File: config.mk
export PLATFORM = sky130hd
export DESIGN_NAME = instr_fetch
export DESIGN_NICKNAME = d
export VERILOG_FILES = /design/src/rtl/instr_fetch_pkg.sv /design/src/rtl/fetch_ram.sv /design/src/rtl/instr_fetch.sv
export SDC_FILE = /design/constraint.sdc
export NUM_CORES = 2
export LEC_CHECK = 0
export BUFFER_PORTS_ARGS = -buffer_cell sky130_fd_sc_hd__buf_4
export CAP_MARGIN = 40
export CELL_PAD_IN_SITES_DETAIL_PLACEMENT = 0
export CELL_PAD_IN_SITES_GLOBAL_PLACEMENT = 2
export CORE_MARGIN = 8
export CORE_UTILIZATION = 24
export DETAILED_ROUTE_END_ITERATION = 8
export PLACE_DENSITY_LB_ADDON = 0.25
export SLEW_MARGIN = 20
export SYNTH_ARGS = -nofsm -noshare
export SYNTH_HDL_FRONTEND = slang
export SYNTH_SLANG_ARGS = --single-unit
File: constraint.sdc
create_clock -name clk -period 4.3 [get_ports clk]
set_input_delay 0.645 -clock clk [delete_from_list [all_inputs] [get_ports clk]]
set_output_delay 0.645 -clock clk [all_outputs]
set_load 0.01 [all_outputs]
File: src/rtl/instr_fetch_pkg.sv
// ============================================================================
// Module   : instr_fetch_pkg
// Brief    : Shared types and encodings for the instruction fetch unit.
// Revision : 1.0 - initial release
// ============================================================================
`default_nettype none

package instr_fetch_pkg;

    typedef enum logic [1:0] {
        J_ABS  = 2'b00,
        J_REL  = 2'b01,
        J_CALL = 2'b10,
        J_RET  = 2'b11
    } jmode_t;

    typedef enum logic [1:0] {
        FILL  = 2'd0,
        VALID = 2'd1,
        FLUSH = 2'd2
    } fetch_state_t;

endpackage

`default_nettype wire

File: src/rtl/fetch_ram.sv
// ============================================================================
// Module   : fetch_ram
// Brief    : Single-clock program RAM, one sync read port, one write port,
//            read-first on address collision.
// Revision : 1.0 - initial release
// ============================================================================
`default_nettype none

module fetch_ram #(
    parameter int DSIZE = 8,
    parameter int ASIZE = 8
) (
    input  logic             clk,
    input  logic             we,
    input  logic [ASIZE-1:0] waddr,
    input  logic [DSIZE-1:0] wdata,
    input  logic [ASIZE-1:0] raddr,
    output logic [DSIZE-1:0] rdata
);

    logic [DSIZE-1:0] mem_q [0:(1<<ASIZE)-1];

    // Read samples the array before this edge's write lands, giving read-first.
    always_ff @(posedge clk) begin
        if (we) begin
            mem_q[waddr] <= wdata;
        end
        rdata <= mem_q[raddr];
    end

endmodule

`default_nettype wire

File: src/rtl/instr_fetch.sv
// ============================================================================
// Module   : instr_fetch
// Brief    : PC, loadable program RAM and call/return stack with a valid/
//            advance handshake. Optional macro INSTR_FETCH_PERF_EN adds
//            retired/flush counters.
// Revision : 1.0 - initial release
// ============================================================================
`default_nettype none

module instr_fetch
    import instr_fetch_pkg::*;
#(
    parameter int WIDTH_INSTR = 8,
    parameter int WIDTH_ADDR  = 8,
    parameter int WIDTH_JDATA = 24,
    parameter int STACK_DEPTH = 4,
    parameter int RESET_ADDR  = 0
) (
    input  logic                   clk,
    input  logic                   rstn,
    input  logic                   prog_we,
    input  logic [WIDTH_ADDR-1:0]  prog_addr,
    input  logic [WIDTH_INSTR-1:0] prog_data,
    input  logic                   next_instr,
    input  logic                   jump,
    input  logic [1:0]             jmode,
    input  logic [WIDTH_JDATA-1:0] jdata,
    output logic [WIDTH_INSTR-1:0] instr,
    output logic                   instr_valid,
    output logic [WIDTH_ADDR-1:0]  pc,
    output logic                   stack_err
`ifdef INSTR_FETCH_PERF_EN
    ,
    output logic [31:0]            retired_cnt,
    output logic [15:0]            flush_cnt
`endif
);

    localparam logic [1:0] S_FILL  = 2'(FILL);
    localparam logic [1:0] S_VALID = 2'(VALID);
    localparam logic [1:0] S_FLUSH = 2'(FLUSH);

    localparam int SPW = $clog2(STACK_DEPTH + 1);
    localparam int IW  = (STACK_DEPTH > 1) ? $clog2(STACK_DEPTH) : 1;
    localparam logic [SPW-1:0] SP_FULL = SPW'(STACK_DEPTH);

    logic [1:0]             state_q, state_d;
    logic [WIDTH_ADDR-1:0]  pc_q, pc_d;
    logic [SPW-1:0]         sp_q, sp_d;
    logic                   err_q, err_d;
    logic [WIDTH_ADDR-1:0]  stack_q [0:STACK_DEPTH-1];
    logic                   push, taken;
    logic [WIDTH_ADDR-1:0]  pc_inc, jtarget;
    logic [WIDTH_INSTR-1:0] rdata;
    logic                   unused_jdata;
    jmode_t                 mode;

    assign pc_inc       = pc_q + 1'b1;
    assign jtarget      = jdata[WIDTH_ADDR-1:0];
    assign mode         = jmode_t'(jmode);
    assign unused_jdata = ^jdata;

    always_comb begin
        state_d = state_q;
        pc_d    = pc_q;
        sp_d    = sp_q;
        err_d   = err_q;
        push    = 1'b0;
        taken   = 1'b0;
        case (state_q)
            S_FILL, S_FLUSH: state_d = S_VALID;
            S_VALID: begin
                if (jump) begin
                    case (mode)
                        J_ABS: begin
                            taken = 1'b1;
                            pc_d  = jtarget;
                        end
                        J_REL: begin
                            taken = 1'b1;
                            pc_d  = pc_q + jtarget;
                        end
                        J_CALL: begin
                            if (sp_q == SP_FULL) begin
                                err_d = 1'b1;
                                pc_d  = pc_inc;
                            end else begin
                                taken = 1'b1;
                                push  = 1'b1;
                                sp_d  = sp_q + 1'b1;
                                pc_d  = jtarget;
                            end
                        end
                        default: begin
                            if (sp_q == '0) begin
                                err_d = 1'b1;
                                pc_d  = pc_inc;
                            end else begin
                                taken = 1'b1;
                                sp_d  = sp_q - 1'b1;
                                pc_d  = stack_q[IW'(sp_q - 1'b1)];
                            end
                        end
                    endcase
                end else if (next_instr) begin
                    pc_d = pc_inc;
                end
                if (taken) begin
                    state_d = S_FLUSH;
                end
            end
            default: state_d = S_FILL;
        endcase
    end

    always_ff @(posedge clk or negedge rstn) begin
        if (!rstn) begin
            state_q <= S_FILL;
            pc_q    <= WIDTH_ADDR'(RESET_ADDR);
            sp_q    <= '0;
            err_q   <= 1'b0;
            for (int i = 0; i < STACK_DEPTH; i++) begin
                stack_q[i] <= '0;
            end
        end else begin
            state_q <= state_d;
            pc_q    <= pc_d;
            sp_q    <= sp_d;
            err_q   <= err_d;
            if (push) begin
                stack_q[IW'(sp_q)] <= pc_inc;
            end
        end
    end

    // Reading at pc_d lets a plain advance deliver the next word with no bubble.
    fetch_ram #(
        .DSIZE (WIDTH_INSTR),
        .ASIZE (WIDTH_ADDR)
    ) u_ram (
        .clk   (clk),
        .we    (prog_we),
        .waddr (prog_addr),
        .wdata (prog_data),
        .raddr (pc_d),
        .rdata (rdata)
    );

    assign instr_valid = (state_q == S_VALID);
    assign instr       = instr_valid ? rdata : '0;
    assign pc          = pc_q;
    assign stack_err   = err_q;

`ifdef INSTR_FETCH_PERF_EN
    always_ff @(posedge clk or negedge rstn) begin
        if (!rstn) begin
            retired_cnt <= '0;
            flush_cnt   <= '0;
        end else begin
            if (instr_valid && (next_instr || taken) && (retired_cnt != '1)) begin
                retired_cnt <= retired_cnt + 1'b1;
            end
            if (taken && (flush_cnt != '1)) begin
                flush_cnt <= flush_cnt + 1'b1;
            end
        end
    end
`endif

endmodule

`default_nettype wire

* After elaboration in Yosys (flattened, before gate mapping)
Memory sizes are Yosys's and may differ from the RTL's. A register that Yosys moved wholly into a read port is not among the register bits.
Cells that the tools add are included.
W data, S select, Z words.
** Cells by class
- $add $sub $neg :: 4
- Magnitude comparators :: 3
- Equality and inequality tests :: 9
- Muxes and demuxes :: 31
- Bitwise logic cells :: 3
- Reductions and logical operators :: 9
** Operators with widths (number)
- $mux W8 :: 9
- $bwmux W32 :: 1
- $pmux W8 S3 :: 1
- $bmux W8 S2 :: 1
- $demux W8 S2 :: 1
- $mux W1 :: 11
- $reduce_and A5 Y1 :: 2
- $add A8 B1 Y8 const B :: 1
- $add A8 B8 Y8 :: 1
- $ge A3 B3 Y1 const B :: 2
- $mux W3 :: 2
- $not A2 Y3 :: 2
- $pmux W3 S2 :: 1
- $eq A2 B1 Y1 const B :: 2
- $eq A2 B2 Y1 const B :: 2
- $logic_not A2 Y1 :: 2
- $ne A2 B1 Y1 const B :: 2
- $ne A2 B2 Y1 const B :: 2
- $pmux W1 S2 :: 2
- $pmux W2 S2 :: 1
- $reduce_or A2 Y1 :: 2
- $add A3 B1 Y3 const B :: 1
- $eq A3 B3 Y1 const B :: 1
- $logic_not A3 Y1 :: 1
- 6 further kinds :: 6
** Word-level totals
- Register bits after elaboration :: 46
- RAM bits :: 2048
- Input port bits :: 47
- Output and inout port bits :: 18
- Word-level logic and storage cells :: 68
- Memories kept :: 1
** Memories
- u_ram.mem_q :: words 256, width 8, rd ports 1, clocked after memory_dff 1, write ports 1, line fetch_ram.sv:21 : logic [DSIZE-1:0] mem_q [0:(1<<ASIZE)-1];

* Longest topological paths before layout
- Word-level depth :: 9
- Mapped depth :: 22
- Depth with buffers taken out :: 15

* Hierarchy
Synthesis repeated with hierarchy kept, for this count alone.
** Unflattened totals
- Cell total of the unflattened synthesis :: 4036
- Area total of the unflattened synthesis :: 82389.0 um^2
** By module, submodules not included
- fetch_ram :: instances 1, cells each 3733, area an instance 79556.3 um^2, seq. area each 61659.1 um^2
- instr_fetch :: instances 1, cells each 303, area an instance 2832.7 um^2, seq. area each 1151.1 um^2

* Least setup slack after synthesis
OpenSTA, ideal clock, no wires.
- Path kind :: input port to flip-flop
- Start :: input jdata[0]
- End :: register u_ram.rdata[6] (read register of u_ram.mem_q)
- Data arrival time :: 3.779 ns
- Slack :: 0.404 ns
- Stages on the path :: 15
- Buffers on the path :: 2
- Path through :: ha_1 > inv_1 > fa_1 > xnor2_1 > a211oi_1 > nor4_2 > nor2_2 > inv_2 > buf_2 > buf_1 > mux4_2 > mux2i_1 > nor3_1 > or4_1 > and4b_1
** On the way
- Cells in the longest elaborated chain, start to end :: 4
** RTL lines
- start: declaration :: line instr_fetch.sv:27 : input logic [WIDTH_JDATA-1:0] jdata,
- $add A8 B8 Y8 / $mux W8 (equally long branches) :: line instr_fetch.sv:81, instr_fetch.sv:84
- $pmux W8 S3 (*) :: line instr_fetch.sv:74 : case (mode)
- $mux W8 (*) :: line instr_fetch.sv:73 : if (jump) begin
- $mux W8 (*) :: line instr_fetch.sv:70 : case (state_q)
- end: declaration :: line fetch_ram.sv:18 : output logic [DSIZE-1:0] rdata
Every way passes the cells marked *; elsewhere a longest branch is shown, timed or not.
A chain may end at the register's enable or synchronous reset.

* Worst setup path in the final report
- Start :: register sp_q[1]
- End :: register u_ram.rdata[0] (read register of u_ram.mem_q)
** On the way
- Cells in the longest elaborated chain, start to end :: 9
** RTL lines
- start: declaration :: line instr_fetch.sv:49 : logic [SPW-1:0] sp_q, sp_d;
- start signal: assignment :: line instr_fetch.sv:128 : sp_q <= sp_d;
- $sub A3 B1 Y3 :: line instr_fetch.sv:101 : pc_d = stack_q[IW'(sp_q - 1'b1)];
- $not A2 Y3 (implied by the code) :: line instr_fetch.sv:101
- $bmux W8 S2 :: line instr_fetch.sv:101
- $mux W8 (implied by the code) (2 in a row) :: line instr_fetch.sv:101
- $mux W8 :: line instr_fetch.sv:95 : if (sp_q == '0) begin
- $pmux W8 S3 (*) :: line instr_fetch.sv:74
- $mux W8 (*) :: line instr_fetch.sv:73
- $mux W8 (*) :: line instr_fetch.sv:70
Every way passes the cells marked *; elsewhere a longest branch is shown, timed or not. The select of a mux whose other input is x is not followed.

==> impl_summary.log <==
[metrics] Inserted Clock Buffers: roughly 240
[metrics] die area: 378,000 um^2
[metrics] switching part of the total: 0.398
[metrics] Critical Setup Path Class: flop to flop
[metrics] list of cells traversed by the critical path: inv_2, ha_4, buf_6, mux4_2, nor3_4, a2111oi_4, nor2b_4, buf_12, bufbuf_16, buf_4, buf_4, buf_4, a211oi_2, a311oi_1, o211ai_1, nand4_1, nor4_4, buf_4, a21oi_2, and3_1
[metrics] portion of the clock cycle consumed by the worst path in the final layout: 1.04
[metrics] number of cells produced by synthesis: 6,674
[metrics] sequential fraction of design power: 0.261
[metrics] most used cell, CP: sky130_fd_sc_hd__buf_4
[metrics] slew at the pin closest to its max-slew limit: 0.939 ns
[metrics] Post-Route WL: around 330,000 um
[metrics] Internal Power: ~53 mW
[metrics] EDFF count, synth: roughly 2,000
[metrics] height of the die: slightly above 600 um
[metrics] final critical-path required period: 4.45 ns
[metrics] number of I/O port buffers: 48
[metrics] highest achievable clock rate: around 220 MHz
[metrics] Final Slew Violations: 0
[metrics] Starting Density: 0.240
[metrics] count of vias placed by the detailed router: approximately 60,000
[metrics] outcome: complete, but fails checks
[metrics] residual DRC count: 0
[metrics] number of DRC markers in iteration 0: 5,550
[metrics] Die Wd: approximately 610 um
[metrics] start point of the critical path: sp_q[1]
[metrics] switching component of the power: between 30 and 40 mW
[metrics] number of antenna violations at the first check in global routing: 18
[metrics] Reg clk slew, reported paths: 0.06 ns
[metrics] count of endpoints failing hold in the final timing report: 0
[metrics] endpoint of the most critical setup path: u_ram.rdata[0]
[metrics] number of setup violations in the final report: 7
[metrics] master of the slowest instance on the critical path: sky130_fd_sc_hd__nor4_4
[metrics] sinks on the clock net: about 2,100
[metrics] launch instance of the worst register-to-register path: sp_q[1]
[metrics] detail-routed via count per cell: between 4 and 5
[metrics] top cells by area, synth: sky130_fd_sc_hd__edfxtp_1 (72%), sky130_fd_sc_hd__nand2_1 (8.8%), sky130_fd_sc_hd__a311oi_1 (3.8%)
[metrics] net count after synthesis: just under 7,000
[metrics] worst path setup slack after routing: -0.152 ns
[metrics] launch point of the worst hold path: prog_data[5]
[metrics] residual antenna-violating net count after detailed routing: 0
[metrics] drt pass-1 iters: 5
[metrics] VDD IR max: about 0.40 mV
[metrics] Leakage: just under 40 nW
[metrics] Ys Warns: 0
[metrics] startpoint kind of the worst setup timing path: flop
[metrics] kind of cell adding the most delay to the critical path: buffers and inverters
[metrics] Seq cells post-synth: between 2,000 and 2,500
[metrics] required time worst endpoint: about 5.1 ns
[metrics] count of buffering cells on the critical path with inverters included: 8
[metrics] overall fraction of global-route tracks in use: 0.169
[metrics] violated checks: setup timing
[metrics] path class of the lowest-slack min-delay path: primary input to flop
[metrics] TritonCTS clock tree: yes
[metrics] clock insertion delay at the later pin of the skew report: about 0.92 ns
[metrics] routed len/inst: 26.3 um
[metrics] setup clock skew after layout: a little under 0.06 ns
[metrics] wire length of the first global-routing pass: ~470,000 um
[metrics] number of global-route vias before repair: a little under 60,000
[metrics] estimated wirelength of the detail-placed design: around 210,000 um
[metrics] delay contributed by the slowest stage of the critical path: slightly below 0.5 ns
[metrics] share of cells above drive strength 1: 0.248
[metrics] Stages on worst setup path: 20
[metrics] Non-Filler Instances: approximately 13,000
[metrics] worst hold slack: between 0.1 and 0.15 ns
[metrics] endpoint of the worst register-to-register path: u_ram.rdata[0]
[metrics] internal reg-to-reg setup slack: -0.15 ns
[metrics] leftover overflow at the end of global routing: 0
[metrics] post-synthesis instance area: approximately 86,000 um^2
[metrics] depth of the worst register-to-register path: 20
[metrics] sequential share of the synthesized area: 0.730
[metrics] Clk pwr share: 0.230
[metrics] number of filler instances in the final layout: around 36,000
[metrics] placed instance count: ~12,000
[metrics] worst slew margin relative to its limit: 0.374
[metrics] CP max FO: 6
[metrics] RSZ-0062 raised after global routing: yes
[metrics] Synth-to-Final Area Change: 29.9%
[metrics] post-synth top area share: 0.715
[metrics] ports placed on the boundary: 65
[metrics] kind of end point of the critical path: flop
[metrics] area of the placeable core: approximately 360,000 um^2
[metrics] cell accounting for the most synthesized area: sky130_fd_sc_hd__edfxtp_1
[metrics] count of H-tree levels built during CTS: 4
[metrics] pwr dens: 788 nW/um^2
[metrics] CP Data Arrival Time: 5.23 ns
[metrics] Placer Congestion: ~0.81
[metrics] largest net degree at the start of global routing: 96
[metrics] max capacitance violation total: 0
[metrics] Mean Syn Cell Area: roughly 13 um^2
[metrics] Main synth FF type: sky130_fd_sc_hd__edfxtp_1
[metrics] async set-reset flop share out of synthesis: 0.0219
[metrics] count of standard-cell rows: between 200 and 250
[metrics] nets@finish: just under 8,000
[metrics] Max Buffers Root-to-Sink: 4
[metrics] combinational cell fraction of total power: 0.509
[metrics] Clock Root Buffer: sky130_fd_sc_hd__clkbuf_16
[metrics] distinct cell type count of the synthesized netlist: 78
[metrics] fraction of the core area covered by cells at the end of the flow: 0.312
-- how the worst min path moves through the flow --
stage | to | slack [ns] | cells past startpoint
floorplan | pc[0] | 0.35 | 0
global placement | stack_q[28] | 0.46 | 2
detailed placement | stack_q[16] | 0.47 | 2
CTS | u_ram.mem_q[11][5] | 0.07 | 1
global route | u_ram.mem_q[11][5] | 0.1 | 1
finish | u_ram.mem_q[11][5] | 0.13 | 1
-- cells in the final DEF, fill, tap and decap left out, types with 28 or more instances in the layout --
| cell type | n |
|---|---|
| sky130_fd_sc_hd__a311oi_1 | 249 |
| sky130_fd_sc_hd__a311oi_2 | 116 |
| sky130_fd_sc_hd__clkinv_1 | 47 |
| sky130_fd_sc_hd__clkinv_2 | 44 |
| sky130_fd_sc_hd__o21ai_0 | 66 |
| sky130_fd_sc_hd__clkbuf_1 | 50 |
| sky130_fd_sc_hd__buf_12 | 128 |
| sky130_fd_sc_hd__nand3_1 | 637 |
| sky130_fd_sc_hd__a21oi_1 | 30 |
| sky130_fd_sc_hd__edfxtp_1 | 2048 |
| sky130_fd_sc_hd__buf_4 | 1051 |
| sky130_fd_sc_hd__nor2_1 | 282 |
| sky130_fd_sc_hd__buf_6 | 54 |
| sky130_fd_sc_hd__and3_1 | 196 |
| sky130_fd_sc_hd__dfrtp_1 | 44 |
| sky130_fd_sc_hd__a31oi_1 | 35 |
| sky130_fd_sc_hd__nand4_1 | 28 |
| sky130_fd_sc_hd__clkbuf_16 | 244 |
| sky130_fd_sc_hd__nand2_1 | 2010 |
-- cell families (layout without fill, tap and decap cells) --
| group | after synthesis | count (layout) | share of synthesized area |
|---|---|---|---|
| DFF | 2102 | 2102 | 0.730 |
| muxes | 56 | 56 | 0.0103 |
| AOI/OAI and AO/OA | 662 | 662 | 0.0603 |
| adders and majority gates | 14 | 14 | 0.00212 |
| other | 0 | 7 | 0 |
| xor gates and xnor gates | 15 | 15 | 0.00153 |
| buffers and inverters | 508 | 1761 | 0.0307 |
| and+or+nand+nor | 3317 | 3317 | 0.165 |
-- area by class of cell --
type | instances | area (um^2) | area share
clock inverter | 126 | 1130 | 0.0101
inverter | 23 | 145 | 0.00130
antenna | 7 | 17.5 | 0.000157
timing repair buffer | 1297 | 12500 | 0.112
sequential | 2102 | 62800 | 0.562
clock buffer | 314 | 6520 | 0.0584
multi-input combinational | 4064 | 22500 | 0.202
timing repair inverter | 1 | 30.0 | 0.000269
tap | 4773 | 5970 | 0.0535
-- state kept, by name, summed over array words and instances, names as in the netlist --
signal and flops:
pc 8, sp_q 3, stack_err 1, stack_q 32, state_q 2, u_ram.mem_q 2048
u_ram.rdata 8
-- synth_stat cells, types with 26 or more instances --
library cell / instances
sky130_fd_sc_hd__nand2_1: 2025
sky130_fd_sc_hd__o21ai_0: 85
sky130_fd_sc_hd__a21oi_1: 39
sky130_fd_sc_hd__mux2i_1: 28
sky130_fd_sc_hd__buf_4: 66
sky130_fd_sc_hd__nand4_1: 28
sky130_fd_sc_hd__a31oi_1: 41
sky130_fd_sc_hd__mux4_2: 26
sky130_fd_sc_hd__buf_2: 249
sky130_fd_sc_hd__a311oi_1: 377
sky130_fd_sc_hd__dfrtp_1: 46
sky130_fd_sc_hd__edfxtp_1: 2048
sky130_fd_sc_hd__and3_1: 209
sky130_fd_sc_hd__nor2_1: 289
sky130_fd_sc_hd__nor3_1: 32
sky130_fd_sc_hd__clkbuf_1: 126
sky130_fd_sc_hd__nand3_1: 659
-- routing by layer --
metal / track usage / up-vias / share of wire
li1: - / 26900 / -
met4: 0.0367 / 0 / 0.024
met3: 0.0211 / 367 / 0.046
met5: 0 / - / 0
met2: 0.287 / 1466 / 0.48
met1: 0.232 / 30900 / 0.45
-- metrics by stage --
step	worst slack, ns	instance area, um^2	total power [mW]	TNS [ns]
floorplan	0.404	86000	40.3	0
global placement	-1.24	99400	61.9	-8.27
detailed placement	-1.23	99600	61.7	-7.27
CTS	-0.167	110000	87.0	-1.17
global route	-0.203	112000	91.9	-1.32
finish	-0.152	112000	88.0	-0.573
-- power by group through the flow --
| stage | Combinational [mW] | Clock (mW) | Sequential [mW] |
|---|---|---|---|
| 3_3_place_gp | 38.5 | 0 | 23.4 |
| 6_report | 44.8 | 20.2 | 22.9 |
| 4_1_cts | 43.3 | 20.7 | 22.9 |
| 3_5_place_dp | 38.4 | 0 | 23.4 |
| 2_1_floorplan | 16.9 | 0 | 23.3 |
| 5_1_grt | 47.5 | 21.4 | 23.0 |
-- timing repair --
item / in CTS / in global routing
buffers inserted: 72 / 49
gates cloned: 16 / 4
resized for setup: 340 / 177
endpoints found under the hold margin: 48 / 0
setup endpoints to repair: 8 / 8
hold buffers: 2 / 0
pin swaps: 88 / 77
No activity file was read; power rests on OpenSTA's default activity.
